==> src/rtl/tone_sequencer_if.sv <==
// Control/status bundle for tone_sequencer: note-table write port, tempo and
// sequencing commands in; divider count, gate and progress status out.
interface tone_sequencer_if #(
    parameter int DEPTH = 16,
    parameter int DUR_W = 16
);
    localparam int AW = $clog2(DEPTH);

    logic             wr_en;
    logic [AW-1:0]    wr_addr;
    logic [31:0]      wr_count;
    logic [DUR_W-1:0] wr_dur;
    logic             beat_tick;
    logic             start;
    logic             stop;
    logic             loop_en;
    logic [AW-1:0]    last_idx;
    logic [31:0]      div_clk_count;
    logic             tone_en;
    logic             busy;
    logic             done;
    logic [AW-1:0]    cur_idx;

    modport master (
        output wr_en, wr_addr, wr_count, wr_dur, beat_tick, start, stop,
               loop_en, last_idx,
        input  div_clk_count, tone_en, busy, done, cur_idx
    );

    modport slave (
        input  wr_en, wr_addr, wr_count, wr_dur, beat_tick, start, stop,
               loop_en, last_idx,
        output div_clk_count, tone_en, busy, done, cur_idx
    );
endinterface

==> src/rtl/tone_sequencer.sv <==
// Steps through a note table (divide count + duration in beat ticks), gating
// an organ tone divider with a one-tick silent gap between notes.
module tone_sequencer #(
    parameter int DEPTH = 16,
    parameter int DUR_W = 16
) (
    input  logic            inclk,
    input  logic            Reset,
    tone_sequencer_if.slave bus
);
    localparam int AW = $clog2(DEPTH);

    typedef enum logic [2:0] {
        S_IDLE, S_LOAD, S_PLAY, S_GAP, S_FIN
    } state_t;

    state_t           r_state, w_next_state, w_adv_state;
    logic [AW-1:0]    r_idx, w_next_idx, w_adv_idx;
    logic [DUR_W-1:0] r_ticks, w_next_ticks;
    logic [DUR_W-1:0] r_dur;
    logic [31:0]      r_count;

    logic [31:0]      r_cnt_mem [DEPTH];
    logic [DUR_W-1:0] r_dur_mem [DEPTH];

    // Table is deliberately not reset so a program survives a Reset pulse.
    always_ff @(posedge inclk) begin
        if (bus.wr_en) begin
            r_cnt_mem[bus.wr_addr] <= bus.wr_count;
            r_dur_mem[bus.wr_addr] <= bus.wr_dur;
        end
    end

    always_comb begin
        w_adv_idx   = r_idx;
        w_adv_state = S_FIN;
        if (r_idx != bus.last_idx) begin
            w_adv_idx   = r_idx + 1'b1;
            w_adv_state = S_LOAD;
        end else if (bus.loop_en) begin
            w_adv_idx   = '0;
            w_adv_state = S_LOAD;
        end
    end

    always_comb begin
        w_next_state = r_state;
        w_next_idx   = r_idx;
        w_next_ticks = r_ticks;
        case (r_state)
            S_IDLE: begin
                if (bus.start) begin
                    w_next_state = S_LOAD;
                    w_next_idx   = '0;
                end
            end
            S_LOAD: begin
                w_next_ticks = '0;
                // Zero-duration entries are skipped without a gap.
                if (r_dur_mem[r_idx] != '0) begin
                    w_next_state = S_PLAY;
                end else begin
                    w_next_state = w_adv_state;
                    w_next_idx   = w_adv_idx;
                end
            end
            S_PLAY: begin
                if (bus.beat_tick) begin
                    if (r_ticks == r_dur - 1'b1) begin
                        w_next_state = S_GAP;
                        w_next_ticks = '0;
                    end else begin
                        w_next_ticks = r_ticks + 1'b1;
                    end
                end
            end
            S_GAP: begin
                if (bus.beat_tick) begin
                    w_next_state = w_adv_state;
                    w_next_idx   = w_adv_idx;
                end
            end
            S_FIN:   w_next_state = S_IDLE;
            default: w_next_state = S_IDLE;
        endcase
        if (bus.stop) begin
            w_next_state = S_IDLE;
            w_next_idx   = r_idx;
            w_next_ticks = r_ticks;
        end
    end

    always_ff @(posedge inclk or posedge Reset) begin
        if (Reset) begin
            r_state <= S_IDLE;
            r_idx   <= '0;
            r_ticks <= '0;
            r_dur   <= '0;
            r_count <= '0;
        end else begin
            r_state <= w_next_state;
            r_idx   <= w_next_idx;
            r_ticks <= w_next_ticks;
            if (r_state == S_LOAD) begin
                r_count <= r_cnt_mem[r_idx];
                r_dur   <= r_dur_mem[r_idx];
            end
        end
    end

    assign bus.div_clk_count = r_count;
    assign bus.tone_en       = (r_state == S_PLAY) && (r_count != '0);
    assign bus.busy          = (r_state != S_IDLE);
    assign bus.done          = (r_state == S_FIN);
    assign bus.cur_idx       = r_idx;
endmodule
==> src/flat_wrapper.sv <==
// flat-port wrapper written by rule: the top's interface ports become plain ports
module tone_sequencer_flat 
#(
    parameter int DEPTH = 16,
    parameter int DUR_W = 16
)
  (inclk, Reset, bus_wr_en, bus_wr_addr, bus_wr_count, bus_wr_dur, bus_beat_tick, bus_start, bus_stop, bus_loop_en, bus_last_idx, bus_div_clk_count, bus_tone_en, bus_busy, bus_done, bus_cur_idx);
  tone_sequencer_if #(.DEPTH(DEPTH), .DUR_W(DUR_W)) bus_i ();
  input  logic inclk;
  input  logic Reset;
  input wire logic [$bits(bus_i.wr_en)-1:0] bus_wr_en;
  input wire logic [$bits(bus_i.wr_addr)-1:0] bus_wr_addr;
  input wire logic [$bits(bus_i.wr_count)-1:0] bus_wr_count;
  input wire logic [$bits(bus_i.wr_dur)-1:0] bus_wr_dur;
  input wire logic [$bits(bus_i.beat_tick)-1:0] bus_beat_tick;
  input wire logic [$bits(bus_i.start)-1:0] bus_start;
  input wire logic [$bits(bus_i.stop)-1:0] bus_stop;
  input wire logic [$bits(bus_i.loop_en)-1:0] bus_loop_en;
  input wire logic [$bits(bus_i.last_idx)-1:0] bus_last_idx;
  output wire logic [$bits(bus_i.div_clk_count)-1:0] bus_div_clk_count;
  output wire logic [$bits(bus_i.tone_en)-1:0] bus_tone_en;
  output wire logic [$bits(bus_i.busy)-1:0] bus_busy;
  output wire logic [$bits(bus_i.done)-1:0] bus_done;
  output wire logic [$bits(bus_i.cur_idx)-1:0] bus_cur_idx;
  assign bus_i.wr_en = bus_wr_en;
  assign bus_i.wr_addr = bus_wr_addr;
  assign bus_i.wr_count = bus_wr_count;
  assign bus_i.wr_dur = bus_wr_dur;
  assign bus_i.beat_tick = bus_beat_tick;
  assign bus_i.start = bus_start;
  assign bus_i.stop = bus_stop;
  assign bus_i.loop_en = bus_loop_en;
  assign bus_i.last_idx = bus_last_idx;
  assign bus_div_clk_count = bus_i.div_clk_count;
  assign bus_tone_en = bus_i.tone_en;
  assign bus_busy = bus_i.busy;
  assign bus_done = bus_i.done;
  assign bus_cur_idx = bus_i.cur_idx;
  tone_sequencer #(.DEPTH(DEPTH), .DUR_W(DUR_W)) u_core (.inclk(inclk), .Reset(Reset), .bus(bus_i));
endmodule
==> config.mk <==
export PLATFORM = sky130hd
export DESIGN_NAME = tone_sequencer_flat
export DESIGN_NICKNAME = d
export VERILOG_FILES = /design/src/rtl/tone_sequencer_if.sv /design/src/rtl/tone_sequencer.sv /design/src/flat_wrapper.sv
export SDC_FILE = /design/constraint.sdc
export NUM_CORES = 1
export LEC_CHECK = 0
export CORE_UTILIZATION = 61
export DETAILED_ROUTE_END_ITERATION = 12
export PLACE_DENSITY = 0.79
export SLEW_MARGIN = 20
export SYNTH_ARGS = -nofsm -noshare
export SYNTH_HDL_FRONTEND = slang
export SYNTH_SLANG_ARGS = --single-unit
==> constraint.sdc <==
create_clock -name inclk -period 4 [get_ports inclk]
set_clock_uncertainty 0.2 [all_clocks]
set_input_delay 1 -clock inclk [delete_from_list [all_inputs] [get_ports inclk]]
set_output_delay 1 -clock inclk [all_outputs]
set_load 0.02 [all_outputs]
==> flow_summary.toml <==
[critical_path]
crit_buf_inv = 2
crit_chain = "buf_4 > clkdlybuf4s50_1"
r2r_start = "u_core.bus.cur_idx[1]"
crit_arrival_ns = 2.64
worst-path-max-fanout = 47
end_kind = "primary output"
reg2regPathDepth = 9
rr_endpoint = "u_core.bus.cur_idx[3]"
required_ns = 2.80
rrSetupSlack_ns = 0.37
path_class = "reg2out"
slowest_delay_ns = 0.89
crit_family = "buffers and inverters"
crit_path_start_kind = "register"
crit_slowest_cell = "dfrtp_4"

[timing]
setup_viol = 0
finalCritPeriodShare = 0.959
rsz0062_at_grt = "false"
tns_ns = 0
clock.fmax_mhz = 261
slew_violations = 0
tightest_slew_ns = 1.17
slew-limit-headroom = 0.218
post-route-min-period_ns = 3.84
final-hold-violation-count = 0

[logic_synthesis]
synth_edf_count = 768
synthArstFlopShare = 0.0846
netlist_area_um2 = 32700
synth_seq_area_share = 0.759
ys_ff_latch = 839
synth_cell_types = 53
synth_area_per_cell_um2 = 20.6
synth_nets = 1653
synth_area_leaders = "edfxtp_1, mux4_2, dfrtp_1"
synth_top_flop_cell = "edfxtp_1"
syn_inst = 1587
synth_top_area_frac = 0.705
yosysWarningCount = 0
yosys.area.top_type = "edfxtp_1"

[detailed_routing]
post_drt_wl_per_cell_um = 30.8
via_per_inst = 6.79
drc_errors = 0
drt_iter0_drc = 2302
ant_nets = 0
wl_mm = 76.8
dr.pass1.iters = 7
vias = 16900

[grt]
grt.total_usage = 0.292
antenna_found_initial = 4
grt_overflow = 0
grt_pass1_wl_mm = 112
grt_max_degree = 111
grt_pass1_vias = 17500

[power_and_ir_drop]
power_mw = 21.1
p_per_area_nw_per_um2 = 561
leakage_nw = 12.0
ir_drop_v = 0.000447

[placed_design]
numPortBuffers = 101
gp_congestion = 0.825
hpwl_mm = 38.6

[floorplanning]
fp.dieW_um = 234
fp.dieArea_um2 = 54600
boundaryPins = 102
core_area_um2 = 52800
fp.dieH_um = 234
initial_core_util = 0.620
fp-row-count = 84

[min_path]
hold_depth = 2
hold_path_class = "reg2reg"
min_from = "u_core.bus.div_clk_count[16]"
worstHoldEndpoint = "u_core.bus.div_clk_count[16]"

[finish]
nets = 1804
syn_to_final_growth_pct = 14.9
drive_gt1_frac = 0.232

[status]
status = "completed"

[clocking]
cts-root-buf = "clkbuf_16"
clock_path_buffers = 3
clk_pin_slew_ns = 0.06
numClockSinks = 839
cts-buffers-inserted = 82
tritoncts = "built"
clk_latency_ns = 0.64
h-tree-depth = 3
cts_hold_buffers = 0
cts_setup_buffers = 0

[job]
drv_cap = 0
==> state kept, by name (all words and copies together) (netlist names) <==
register and flops:
u_core.bus.cur_idx 4, u_core.bus.div_clk_count 32, u_core.r_cnt_mem 512, u_core.r_dur 16, u_core.r_dur_mem 256, u_core.r_state 3
u_core.r_ticks 16
==> logic make-up (layout without fill, tap and decap cells) <==
group           count (synthesis)  count (layout)  share of synthesized area
flops                         839             839                      0.759
simple gates                  299             299                     0.0434
mux                           236             236                      0.158
compound gates                 93              93                     0.0193
buf+inv                        90             307                     0.0120
xor+xnor                       27              27                    0.00723
fa+ha+maj                       3               3                    0.00115
other cells                     0               1                          0
==> worst register-to-register path: stages, from the launching register on <==
cell      delay (ns)
dfrtp_4         0.89
buf_4           0.43
nor2_1          0.15
a22oi_1         0.20
and3_1          0.21
nand4_1         0.21
nor4_4          0.51
o211ai_2        0.20
or2_4           0.31
o31ai_2         0.19
==> per-layer routing <==
layer  routed length [µm]  share of wire  global-route usage
met1                29300           0.38               0.402
met5                   37        0.00048                   0
met4                 2510          0.033               0.123
met3                 6570          0.086              0.0543
met2                38400           0.50               0.466
==> cell type report <==
class,count,area (µm²)
sequential,839,24900
fill,3025,15200
multi-input combinational,658,7650
clock buffer,121,2380
timing repair buffer,145,1570
tap,688,861
clock inverter,29,249
inverter,12,46.3
antenna,1,2.50
==> layout by cell type, fill, tap and decap left out, types with 7 or more instances in the layout <==
cell	instances
clkinv_2	9
and3_1	16
edfxtp_1	768
nand4_1	10
mux4_2	224
o21ai_0	25
nand2_1	143
dfrtp_1	67
clkbuf_8	14
o211ai_1	9
xnor2_1	16
buf_12	18
nand3_1	21
nor4_1	9
nor2b_1	10
a22o_1	22
nand2b_1	9
inv_1	11
mux2i_1	8
clkbuf_16	84
buf_4	26
clkdlybuf4s50_1	100
clkbuf_1	23
xor2_1	11
clkinv_1	11
o21ai_1	7
nor2_1	26
nor2_4	12
nor3_1	10
==> cell usage after synthesis, types with 6 or more instances <==
library cell  count
a21oi_1           6
a22o_1           22
a31oi_1           6
and3_1           16
buf_1            23
clkbuf_1         43
dfrtp_1          71
edfxtp_1        768
inv_1            12
mux2i_1           8
mux4_2          224
nand2_1         144
nand2b_1          9
nand3_1          21
nand4_1          10
nor2_1           39
nor2b_1          10
nor3_1           14
nor4_1           10
o211ai_1          9
o21ai_0          25
o21ai_1           8
xnor2_1          16
xor2_1           11
==> how the worst max path moves through the flow <==
stage,from,endpoint,slack (ns),depth (start not counted)
final,u_core.bus.cur_idx[1],bus_cur_idx[1],0.16,2
after global placement,u_core.bus.div_clk_count[9],bus_tone_en,0.24,5
after detailed placement,u_core.bus.div_clk_count[9],bus_tone_en,0.22,5
after global routing,u_core.bus.cur_idx[1],bus_cur_idx[1],0.10,2
after floorplan,bus_wr_addr[3],u_core.r_cnt_mem[1][0],-0.22,2
after CTS,u_core.bus.cur_idx[1],bus_cur_idx[1],0.14,2
==> timing repair <==
action	in CTS	in global routing
endpoints found under the hold margin	0	0
gates resized for setup	4	0
endpoints found under the setup margin	1	0
==> where the power goes <==
part / internal, mW / total [mW] / switching, mW
registers: 9.99 / 10.4 / 0.445
clock network: 4.33 / 7.56 / 3.23
logic: 1.52 / 3.11 / 1.59
total: 15.8 / 21.1 / 5.27
==> per-stage QoR <==
stage	utilization	cell area, µm²	hold slack, ns	std cells	worst slack (ns)
final	0.713	37600	0.316	2493	0.162
after global routing	0.713	37600	0.349	2493	0.104
after CTS	0.713	37600	0.308	2492	0.143
after detailed placement	0.663	35000	0.287	2342	0.221
after global placement	0.663	35000	0.290	2342	0.236
after floorplan	-	32800	0.270	1587	-0.221
Note: power is estimated with default switching activity, not from simulation.
==> RTL change: new RTL, same settings <==
`DUR_W` is set to 16 in 3 places; all go to 20.
--- a/src/rtl/tone_sequencer_if.sv
+++ b/src/rtl/tone_sequencer_if.sv
@@ -2,7 +2,7 @@
 // sequencing commands in; divider count, gate and progress status out.
 interface tone_sequencer_if #(
     parameter int DEPTH = 16,
-    parameter int DUR_W = 16
+    parameter int DUR_W = 20
 );
     localparam int AW = $clog2(DEPTH);
 
--- a/src/rtl/tone_sequencer.sv
+++ b/src/rtl/tone_sequencer.sv
@@ -2,7 +2,7 @@
 // an organ tone divider with a one-tick silent gap between notes.
 module tone_sequencer #(
     parameter int DEPTH = 16,
-    parameter int DUR_W = 16
+    parameter int DUR_W = 20
 ) (
     input  logic            inclk,
     input  logic            Reset,
--- a/src/flat_wrapper.sv
+++ b/src/flat_wrapper.sv
@@ -2,7 +2,7 @@
 module tone_sequencer_flat 
 #(
     parameter int DEPTH = 16,
-    parameter int DUR_W = 16
+    parameter int DUR_W = 20
 )
   (inclk, Reset, bus_wr_en, bus_wr_addr, bus_wr_count, bus_wr_dur, bus_beat_tick, bus_start, bus_stop, bus_loop_en, bus_last_idx, bus_div_clk_count, bus_tone_en, bus_busy, bus_done, bus_cur_idx);
   tone_sequencer_if #(.DEPTH(DEPTH), .DUR_W(DUR_W)) bus_i ();
Interface: changed (resized bus_wr_dur); port bits go from 102 to 106. No check against the original RTL was run, so the function may have changed too.
==> RTL change against the original RTL <==
Sequential share of layout area is 0.75 points lower. Power is 15% higher. Worst setup slack got worse by 0.10 ns. Sequential cell count increased by 72. Routed wire length grew 11%. Synthesized area increased by 9.6%. Final area up 9.8%. Critical path type unchanged. Critical endpoint is now bus_tone_en.
==> RTL change: results (changes against the original RTL) <==
route:
  drtIter0Drc: 2058  # was 2302
  finalWirelength_um: 85200  # was 76800 µm
  vias: 18900  # was 16.9k
  firstDrtPassIters: 5  # was 7
final_layout:
  nFillCells: 3342  # was 3025
  drive_gt1_frac: 0.228  # was 0.232
  n_antenna_cell: 0  # was 1
  nets: 2039  # was 1804
  largest-register: "u_core.r_cnt_mem"  # unchanged
  largest_register_ffs: 512  # unchanged
clocking:
  cts_made_buffers: 89  # was 82
  clk_latency_ns: 0.64  # about the same
  cts.clk_slew.worst_paths_ns: 0.06  # about the same
  cts-root-buf: "clkbuf_16"  # unchanged
  h-tree-depth: 3  # unchanged
  clk_path_buf_depth: 3  # unchanged
yosys:
  seq_area_frac_synth: 0.751  # was 0.759
  yosysWarnings: 0  # unchanged
  postSynth.asyncResetShare: 0.0867  # was 0.0846
  synth_common_cells: "832 x edfxtp_1, 225 x mux4_2, 157 x nand2_1"  # was 768 x edfxtp_1, 224 x mux4_2, 144 x nand2_1
  synth_fp_nets: 1867  # was 1653
  synth_edf_count: 832  # was 768
  ys_top_cells_by_area: "edfxtp_1 70%, mux4_2 14%, dfrtp_1 5.5%"  # was edfxtp_1 70%, mux4_2 15%, dfrtp_1 5.4%
  ys_types: 64  # was 53
timing:
  worstMarginPinSlew_ns: 0.766  # was 1.17 ns
critical_path:
  path_max_fanout: 3  # was 47
place:
  place_ws_ns: 0.214  # was 0.221 ns
  numPortBuffers: 105  # was 101
  gp_congestion: 0.842  # was 0.825
  dp_hpwl_um: 44400  # was 38600 µm
  dpl_cell_area_mm2: 0.0384  # was 0.0350 mm²
global_route:
  antenna_found_initial: 2  # was 4
  grt_pass1_wl_um: 127000  # was 112000 µm
  grt_pass1_vias: 19800  # was 17.5k
  grt_max_degree: 75  # was 111
  grt_use_total: 0.296  # was 0.292
min_path:
  min_path_type: "reg -> reg"  # unchanged
power_and_ir_drop:
  ir_worst_vdd_uv: 404  # was 447 µV
  p_leak_nw: 13.4  # was 12.0 nW
outcome:
  status: "finished, final reports clean"  # unchanged
[RTL change: changes by cell type after synthesis, sizes merged, moves of 10 or more]
cell    unedited run  this run
mux2i              8        41
buf               35        48
a22o              22        11
nor3              15        25
and3              16         6
a221oi             0        21
nand2            144       157
edfxtp           768       832
a211o              0        10
nor2              39        51
[RTL change: kinds of logic (layout without fill, tap and decap cells)]
kind of cell,after synthesis,in the layout,share of synthesized area
simple gates,345,345,0.0459
buf+inv,108,355,0.0135
flops,911,911,0.751
compound gates,130,130,0.0270
xor+xnor,30,30,0.00732
fa+ha+maj,3,3,0.00105
mux,270,270,0.154
[RTL change: routing by layer]
metal,wire length [µm],part of all wire,GRT usage
met1,31600,0.37,0.405
met2,43600,0.51,0.493
met3,7560,0.089,0.0509
met4,2450,0.029,0.0980
met5,27,0.00032,0
[RTL change: final timing paths]
check                                              endpoint  slack, ns  cells after the start                    startpoint
worst max register to register        u_core.bus.cur_idx[3]       0.10                      8         u_core.bus.cur_idx[1]
min in group asynchronous       u_core.bus.div_clk_count[8]       0.53                      2                         Reset
worst min register to register  u_core.bus.div_clk_count[7]       0.34                      2   u_core.bus.div_clk_count[7]
worst max-delay path                            bus_tone_en       0.06                      5  u_core.bus.div_clk_count[18]
max in group asynchronous                u_core.r_ticks[17]       2.19                      4                         Reset
worst min-delay path            u_core.bus.div_clk_count[7]       0.34                      2   u_core.bus.div_clk_count[7]
[RTL change: where the power goes]
part | internal (mW) | switching, mW
Clock | 4.62 | 3.51
Sequential | 10.9 | 0.540
Combinational | 2.38 | 2.41
[RTL change: through the flow]
step / setup TNS, ns / power [mW] / cells / hold WS [ns] / util
after global placement: 0 / 16.1 / 2639 / 0.286 / 0.663
after detailed placement: 0 / 16.2 / 2639 / 0.311 / 0.663
after global routing: -0.0372 / 25.1 / 2809 / 0.372 / 0.713
after floorplan: -63.86 / 14.7 / 1797 / 0.270 / -
after CTS: 0 / 24.4 / 2805 / 0.321 / 0.712
final: 0 / 24.3 / 2809 / 0.344 / 0.713
[RTL change: critical path: stages, from the launching register on]
cell	delay (ns)
dfrtp_1	0.45
nor4_2	0.42
nand4_1	0.38
nor2_4	0.25
nor2_1	0.06
clkdlybuf4s50_1	0.53
[RTL change: cell type report]
cell class	count	area (µm²)	share of cell area
Sequential cell	911	27000	0.653
Multi-Input combinational cell	778	8610	0.208
Clock buffer	125	2450	0.0594
Timing Repair Buffer	177	1880	0.0456
Tap cell	765	957	0.0232
Clock inverter	41	368	0.00891
Inverter	12	47.5	0.00115
[RTL change: timing repair]
item / 4_1_cts / 5_1_grt
setup buffers: 0 / 4
gates cloned: 0 / 0
hold buffers: 0 / 0
pin swaps: 0 / 2
gates resized for setup: 3 / 3
setup endpoints to repair: 2 / 2
